===== config.mk =====
export PLATFORM = sky130hd
export DESIGN_NAME = block_xfer_ctrl
export DESIGN_NICKNAME = d
export VERILOG_FILES = /design/src/rtl/block_xfer_ctrl.sv
export SDC_FILE = /design/constraint.sdc
export NUM_CORES = 1
export LEC_CHECK = 0
export ABC_AREA = 1
export CORE_ASPECT_RATIO = 0.6
export CORE_MARGIN = 10
export CORE_UTILIZATION = 41
export CTS_BUF_LIST = sky130_fd_sc_hd__clkbuf_4 sky130_fd_sc_hd__clkbuf_8 sky130_fd_sc_hd__clkbuf_16
export DETAILED_ROUTE_END_ITERATION = 16
export DONT_BUFFER_PORTS = 1
export SYNTH_ARGS = -nofsm -noshare
export SYNTH_HDL_FRONTEND = slang
export SYNTH_SLANG_ARGS = --single-unit

===== constraint.sdc =====
create_clock -name clk -period 9.15 [get_ports clk]
set_input_delay 2.745 -clock clk [delete_from_list [all_inputs] [get_ports clk]]
set_output_delay 2.745 -clock clk [all_outputs]
set_load 0.03 [all_outputs]

===== src/rtl/block_xfer_ctrl.sv =====
// block_xfer_ctrl: HuC6280 block-transfer sequencer (TII/TDD/TIN/TIA/TAI), one read + one write per byte.
// Define BLKXFER_TIMING_EN for cycle-accurate SETUP/WAIT idle states; default build runs 2 cycles/byte.
module block_xfer_ctrl #(
  parameter int SETUP_CYCLES = 17,
  parameter int WAIT_CYCLES  = 4
) (
  input  logic        clk,
  input  logic        reset_n,
  input  logic        RDY,
  input  logic        start,
  input  logic [2:0]  mode,
  input  logic [15:0] src_in,
  input  logic [15:0] dst_in,
  input  logic [15:0] len_in,
  input  logic [7:0]  d_in,
  output logic [15:0] VADDR,
  output logic        rd_en,
  output logic        wr_en,
  output logic [7:0]  d_out,
  output logic        busy,
  output logic        done
);

  typedef enum logic [2:0] {
    ST_IDLE  = 3'd0,
    ST_SETUP = 3'd1,
    ST_READ  = 3'd2,
    ST_WRITE = 3'd3,
    ST_WAIT  = 3'd4,
    ST_DONE  = 3'd5
  } state_t;

  localparam logic [2:0] MODE_TII = 3'd0;
  localparam logic [2:0] MODE_TDD = 3'd1;
  localparam logic [2:0] MODE_TIN = 3'd2;
  localparam logic [2:0] MODE_TIA = 3'd3;
  localparam logic [2:0] MODE_TAI = 3'd4;

  // The idle-state timer is 8 bits wide, so both phases must fit in 1..256 cycles.
  if (SETUP_CYCLES < 1 || SETUP_CYCLES > 256 || WAIT_CYCLES < 1 || WAIT_CYCLES > 256) begin : g_bad_params
    $error("block_xfer_ctrl: SETUP_CYCLES and WAIT_CYCLES must be in 1..256");
  end

  state_t      state_q, state_d;
  logic [15:0] src_q, src_d;
  logic [15:0] dst_q, dst_d;
  logic [16:0] cnt_q, cnt_d;
  logic        alt_q, alt_d;
  logic [2:0]  mode_q, mode_d;
  logic [7:0]  databuf_q, databuf_d;
  logic [15:0] vaddr_q, vaddr_d;
  logic        rd_en_q, rd_en_d;
  logic        wr_en_q, wr_en_d;
  logic [7:0]  d_out_q, d_out_d;
  logic        busy_q, busy_d;
  logic        done_q, done_d;
`ifdef BLKXFER_TIMING_EN
  logic [7:0]  timer_q, timer_d;
`endif

  function automatic logic [15:0] offset_addr(input logic [15:0] base, input logic bump);
    return base + {15'd0, bump};
  endfunction

  function automatic logic [2:0] norm_mode(input logic [2:0] m);
    return (m > MODE_TAI) ? MODE_TII : m;
  endfunction

  // Sequencer next state and pointer/counter updates; RDY=0 leaves every register as is.
  always_comb begin
    state_d   = state_q;
    src_d     = src_q;
    dst_d     = dst_q;
    cnt_d     = cnt_q;
    alt_d     = alt_q;
    mode_d    = mode_q;
    databuf_d = databuf_q;
`ifdef BLKXFER_TIMING_EN
    timer_d   = timer_q;
`endif
    if (RDY) begin
      case (state_q)
        ST_IDLE: begin
          if (start) begin
            src_d  = src_in;
            dst_d  = dst_in;
            mode_d = norm_mode(mode);
            cnt_d  = (len_in == 16'd0) ? 17'h1_0000 : {1'b0, len_in};
            alt_d  = 1'b0;
`ifdef BLKXFER_TIMING_EN
            timer_d = 8'(SETUP_CYCLES - 1);
            state_d = ST_SETUP;
`else
            state_d = ST_READ;
`endif
          end else begin
            state_d = ST_IDLE;
          end
        end
`ifdef BLKXFER_TIMING_EN
        ST_SETUP: begin
          if (timer_q == 8'd0) begin
            state_d = ST_READ;
          end else begin
            timer_d = timer_q - 8'd1;
          end
        end
        ST_WAIT: begin
          if (timer_q == 8'd0) begin
            state_d = (cnt_q == 17'd0) ? ST_DONE : ST_READ;
          end else begin
            timer_d = timer_q - 8'd1;
          end
        end
`endif
        ST_READ: begin
          databuf_d = d_in;
          state_d   = ST_WRITE;
        end
        ST_WRITE: begin
          case (mode_q)
            MODE_TDD: begin
              src_d = src_q - 16'd1;
              dst_d = dst_q - 16'd1;
            end
            MODE_TIN: src_d = src_q + 16'd1;
            MODE_TIA: begin
              src_d = src_q + 16'd1;
              alt_d = ~alt_q;
            end
            MODE_TAI: begin
              dst_d = dst_q + 16'd1;
              alt_d = ~alt_q;
            end
            default: begin
              src_d = src_q + 16'd1;
              dst_d = dst_q + 16'd1;
            end
          endcase
          cnt_d = cnt_q - 17'd1;
`ifdef BLKXFER_TIMING_EN
          timer_d = 8'(WAIT_CYCLES - 1);
          state_d = ST_WAIT;
`else
          state_d = (cnt_q == 17'd1) ? ST_DONE : ST_READ;
`endif
        end
        ST_DONE: state_d = ST_IDLE;
        default: state_d = ST_IDLE;
      endcase
    end else begin
      state_d = state_q;
    end
  end

  // Outputs are decoded from the next state so they register alongside it.
  always_comb begin
    case (state_d)
      ST_READ:  vaddr_d = offset_addr(src_d, alt_d && (mode_d == MODE_TAI));
      ST_WRITE: vaddr_d = offset_addr(dst_d, alt_d && (mode_d == MODE_TIA));
      default:  vaddr_d = 16'h0000;
    endcase
    rd_en_d = (state_d == ST_READ);
    wr_en_d = (state_d == ST_WRITE);
    d_out_d = databuf_d;
    busy_d  = (state_d != ST_IDLE);
    done_d  = (state_d == ST_DONE);
  end

  // State, datapath and output registers.
  always_ff @(posedge clk or negedge reset_n) begin
    if (!reset_n) begin
      state_q   <= ST_IDLE;
      src_q     <= 16'h0000;
      dst_q     <= 16'h0000;
      cnt_q     <= 17'h0_0000;
      alt_q     <= 1'b0;
      mode_q    <= 3'd0;
      databuf_q <= 8'h00;
      vaddr_q   <= 16'h0000;
      rd_en_q   <= 1'b0;
      wr_en_q   <= 1'b0;
      d_out_q   <= 8'h00;
      busy_q    <= 1'b0;
      done_q    <= 1'b0;
`ifdef BLKXFER_TIMING_EN
      timer_q   <= 8'd0;
`endif
    end else begin
      state_q   <= state_d;
      src_q     <= src_d;
      dst_q     <= dst_d;
      cnt_q     <= cnt_d;
      alt_q     <= alt_d;
      mode_q    <= mode_d;
      databuf_q <= databuf_d;
      vaddr_q   <= vaddr_d;
      rd_en_q   <= rd_en_d;
      wr_en_q   <= wr_en_d;
      d_out_q   <= d_out_d;
      busy_q    <= busy_d;
      done_q    <= done_d;
`ifdef BLKXFER_TIMING_EN
      timer_q   <= timer_d;
`endif
    end
  end

  assign VADDR = vaddr_q;
  assign rd_en = rd_en_q;
  assign wr_en = wr_en_q;
  assign d_out = d_out_q;
  assign busy  = busy_q;
  assign done  = done_q;

endmodule

==> flow_summary.toml <==
[status]
outcome = "complete, no violations"

[die]
pin_count = 91
num_rows = 37
die_w_um = 193
initial_core_util = 0.424
coreArea_um2 = 17400
fp.dieArea_um2 = 24000
die_h_um = 124

[layout]
syn_to_final_growth_pct = 6.40
nNetsFinal = 1245
drive_gt1_frac = 0.0670
final_area_um2 = 7860

[setup_path]
r2r_start = "mode_q[2]"
end_kind = "register"
crit_path_max_fanout = 27
required_ns = 9.38
r2r_end = "VADDR[14]"
r2r_setup_slack_ns = 5.11
crit_type = "input port to register"
worstRegToRegCells = 25
worst_ep_arrival_time_ns = 5.80
cp-start-kind = "input port"

[routing]
route.vias.total = 7913
antenna_left = 0
drt_iter0_markers = 1067
vias_per_cell = 5.60
wl_per_cell_um = 19.0
drtPass1Iterations = 7
routed_wirelength_mm = 26.8
drcViolationCount = 0

[synthesis]
avgSynthCellArea_um2 = 6.18
synth_largest_area_cell = "dfrtp_1"
ys_seq_area_frac = 0.285
synthTopCellsByArea = "dfrtp_1 28%, nand2_1 20%, nand3_1 8.5%"
yosysMostFrequentCell = "nand2_1"
synth_flop_cell = "dfrtp_1"
syn-cell-area_um2 = 7390
syn-num-nets = 1267
yosysTopAreaCellShare = 0.285
yosys_warnings = 0
synth-edff-count = 0
synthTopCellsByCount = "389 x nand2_1, 165 x inv_1, 125 x nand3_1"
yosys_register_bits = 84
synth.distinct_cells = 49
synthArstFlopShare = 1.00
synthCells = 1196

[power_and_ir_drop]
p_int_mw = 1.41
powerDensity_nw_per_um2 = 435
sw_frac_of_total = 0.588
p_clk_frac = 0.120
p_comb_frac = 0.627
power.leakage_nw = 4.09
seqPwrFrac = 0.253
switchingPower_mw = 2.01
vdd.ir_drop.worst_v = 0.000168

[flow_run]
drv_cap = 0

[sta]
skew_ns = 0.00600
drv_slew = 0
relSlewSlack = 0.523
setup_viol_count_final = 0
hold_violations = 0
clock.fmax_mhz = 180
worst_slew_pin_slew_ns = 0.713
rsz0062_at_grt = "no"
post-route-period-util = 0.608
fin_tns_setup_ns = 0
period_minus_slack_ns = 5.57

[global_route]
track_usage = 0.217
grt_pass1_wl_mm = 41.1
grt_overflow_total = 0
grt_max_degree = 85
grt_pass1_vias = 6836
antenna_found_initial = 2

[place]
postPlaceCellArea_um2 = 7530
dpl.hpwl_mm = 20.6
gp_congestion = 1.00
io_buffers = 0

[worst_hold_path]
min_to = "cnt_q[10]"
whs_path_depth = 1
hold_path.class = "register to register"
worstHoldStart = "cnt_q[10]"

[cts]
clk_path_buf_depth = 2
insertion_delay_ns = 0.35
root_buffer = "clkbuf_16"
cts_tree = "yes"
cts.sinks = 84
clkTransAtPathRegs_ns = 0.06
numCtsBuffers = 9
cts_setup_buffers = 0
cts_resized = 0
h-tree-depth = 3
ctsHoldBuffers = 0
-- area by class of cell --
| class | instances | area [µm²] |
|---|---|---|
| fill | 1905 | 9550 |
| multi-input combinational | 893 | 4410 |
| sequential | 84 | 2100 |
| inverter | 180 | 676 |
| tap | 234 | 293 |
| clock buffer | 10 | 239 |
| clock inverter | 6 | 93.8 |
| timing repair buffer | 6 | 45.0 |
| antenna | 1 | 2.50 |
-- critical path, cell delays in order --
cell,delay (ns)
inv_1,0.05
nor2_4,0.53
inv_2,0.09
nor2_4,0.22
o31ai_1,0.11
o21ai_0,0.12
inv_1,0.09
nor4_1,0.24
ha_1,0.22
inv_1,0.05
nor2_1,0.09
nand2_1,0.08
inv_1,0.06
nand3_1,0.09
nor2_1,0.14
nand2_1,0.10
nor2_2,0.15
nand3_1,0.12
nor2_2,0.23
nand3_1,0.11
nand3_1,0.09
nand2_1,0.06
-- sequential cells by signal, indices dropped and copies added (netlist names) --
name,flops
mode_q,3
cnt_q,17
src_q,16
VADDR,16
d_out,8
rd_en,1
state_q,3
alt_q,1
wr_en,1
dst_q,16
busy,1
done,1
-- worst max-delay path by stage --
stage | from | endpoint | depth (start not counted)
global route | start | VADDR[13] | 23
finish | start | VADDR[15] | 22
global placement | start | VADDR[13] | 22
floorplan | RDY | VADDR[15] | 21
detailed placement | start | VADDR[13] | 22
CTS | start | VADDR[15] | 22
-- cell usage in the layout, fill, tap and decap left out, types with 3 or more instances in the layout --
master / count
dfrtp_1: 84
nor2_1: 109
buf_4: 6
nor4_1: 9
nor2_2: 11
o21ai_0: 55
o21ai_1: 7
inv_1: 165
nand3_1: 125
o22ai_1: 9
nor2_4: 3
nand3_2: 5
clkinv_1: 3
a31oi_1: 4
a21oi_2: 4
mux2_2: 8
a22oi_2: 3
nor3_1: 5
xor2_1: 6
nand2_2: 3
nand3b_1: 6
a21oi_4: 4
ha_1: 8
nand2_1: 389
a21oi_1: 38
a41oi_1: 19
o31ai_1: 3
o211ai_1: 27
nand4_1: 9
inv_2: 12
a22oi_1: 5
clkbuf_16: 9
a41o_1: 3
-- power by group through the flow --
| stage | Combinational (mW) | Clock [mW] | Sequential, mW |
|---|---|---|---|
| after floorplan | 1.56 | 0 | 0.781 |
| final | 2.14 | 0.409 | 0.866 |
| after CTS | 2.08 | 0.418 | 0.858 |
| after detailed placement | 2.07 | 0 | 0.860 |
| after global placement | 2.06 | 0 | 0.863 |
| after global routing | 2.39 | 0.434 | 0.888 |
-- cells by family (layout without fill, tap and decap cells) --
logic type | after synthesis | count (layout) | share of synthesized area
compound gates | 190 | 190 | 0.170
xor+xnor | 7 | 7 | 0.00830
fa+ha+maj | 8 | 8 | 0.0135
buf+inv | 219 | 202 | 0.119
flops | 84 | 84 | 0.285
mux | 9 | 9 | 0.0135
other cells | 0 | 1 | 0
simple gates | 679 | 679 | 0.392
-- routing by layer --
layer | part of all wire | GRT usage | vias to the layer above
met5 | 0.00075 | 0 | -
met4 | 0.0098 | 0.0357 | 2
met3 | 0.15 | 0.0945 | 29
met2 | 0.35 | 0.260 | 411
met1 | 0.49 | 0.338 | 3617
li1 | - | - | 3854
-- per-stage QoR --
stage          std cells  hold WS (ns)  setup WS [ns]  power (mW)   util
2_1_floorplan       1196         0.454           3.90        2.34      -
3_3_place_gp        1397         0.476           3.35        2.93  0.432
3_5_place_dp        1397         0.474           3.25        2.93  0.432
4_1_cts             1413         0.489           3.63        3.35  0.451
5_1_grt             1413         0.508           3.13        3.71  0.451
6_report            1414         0.491           3.58        3.42  0.452
No activity file was read; power rests on OpenSTA's default activity.
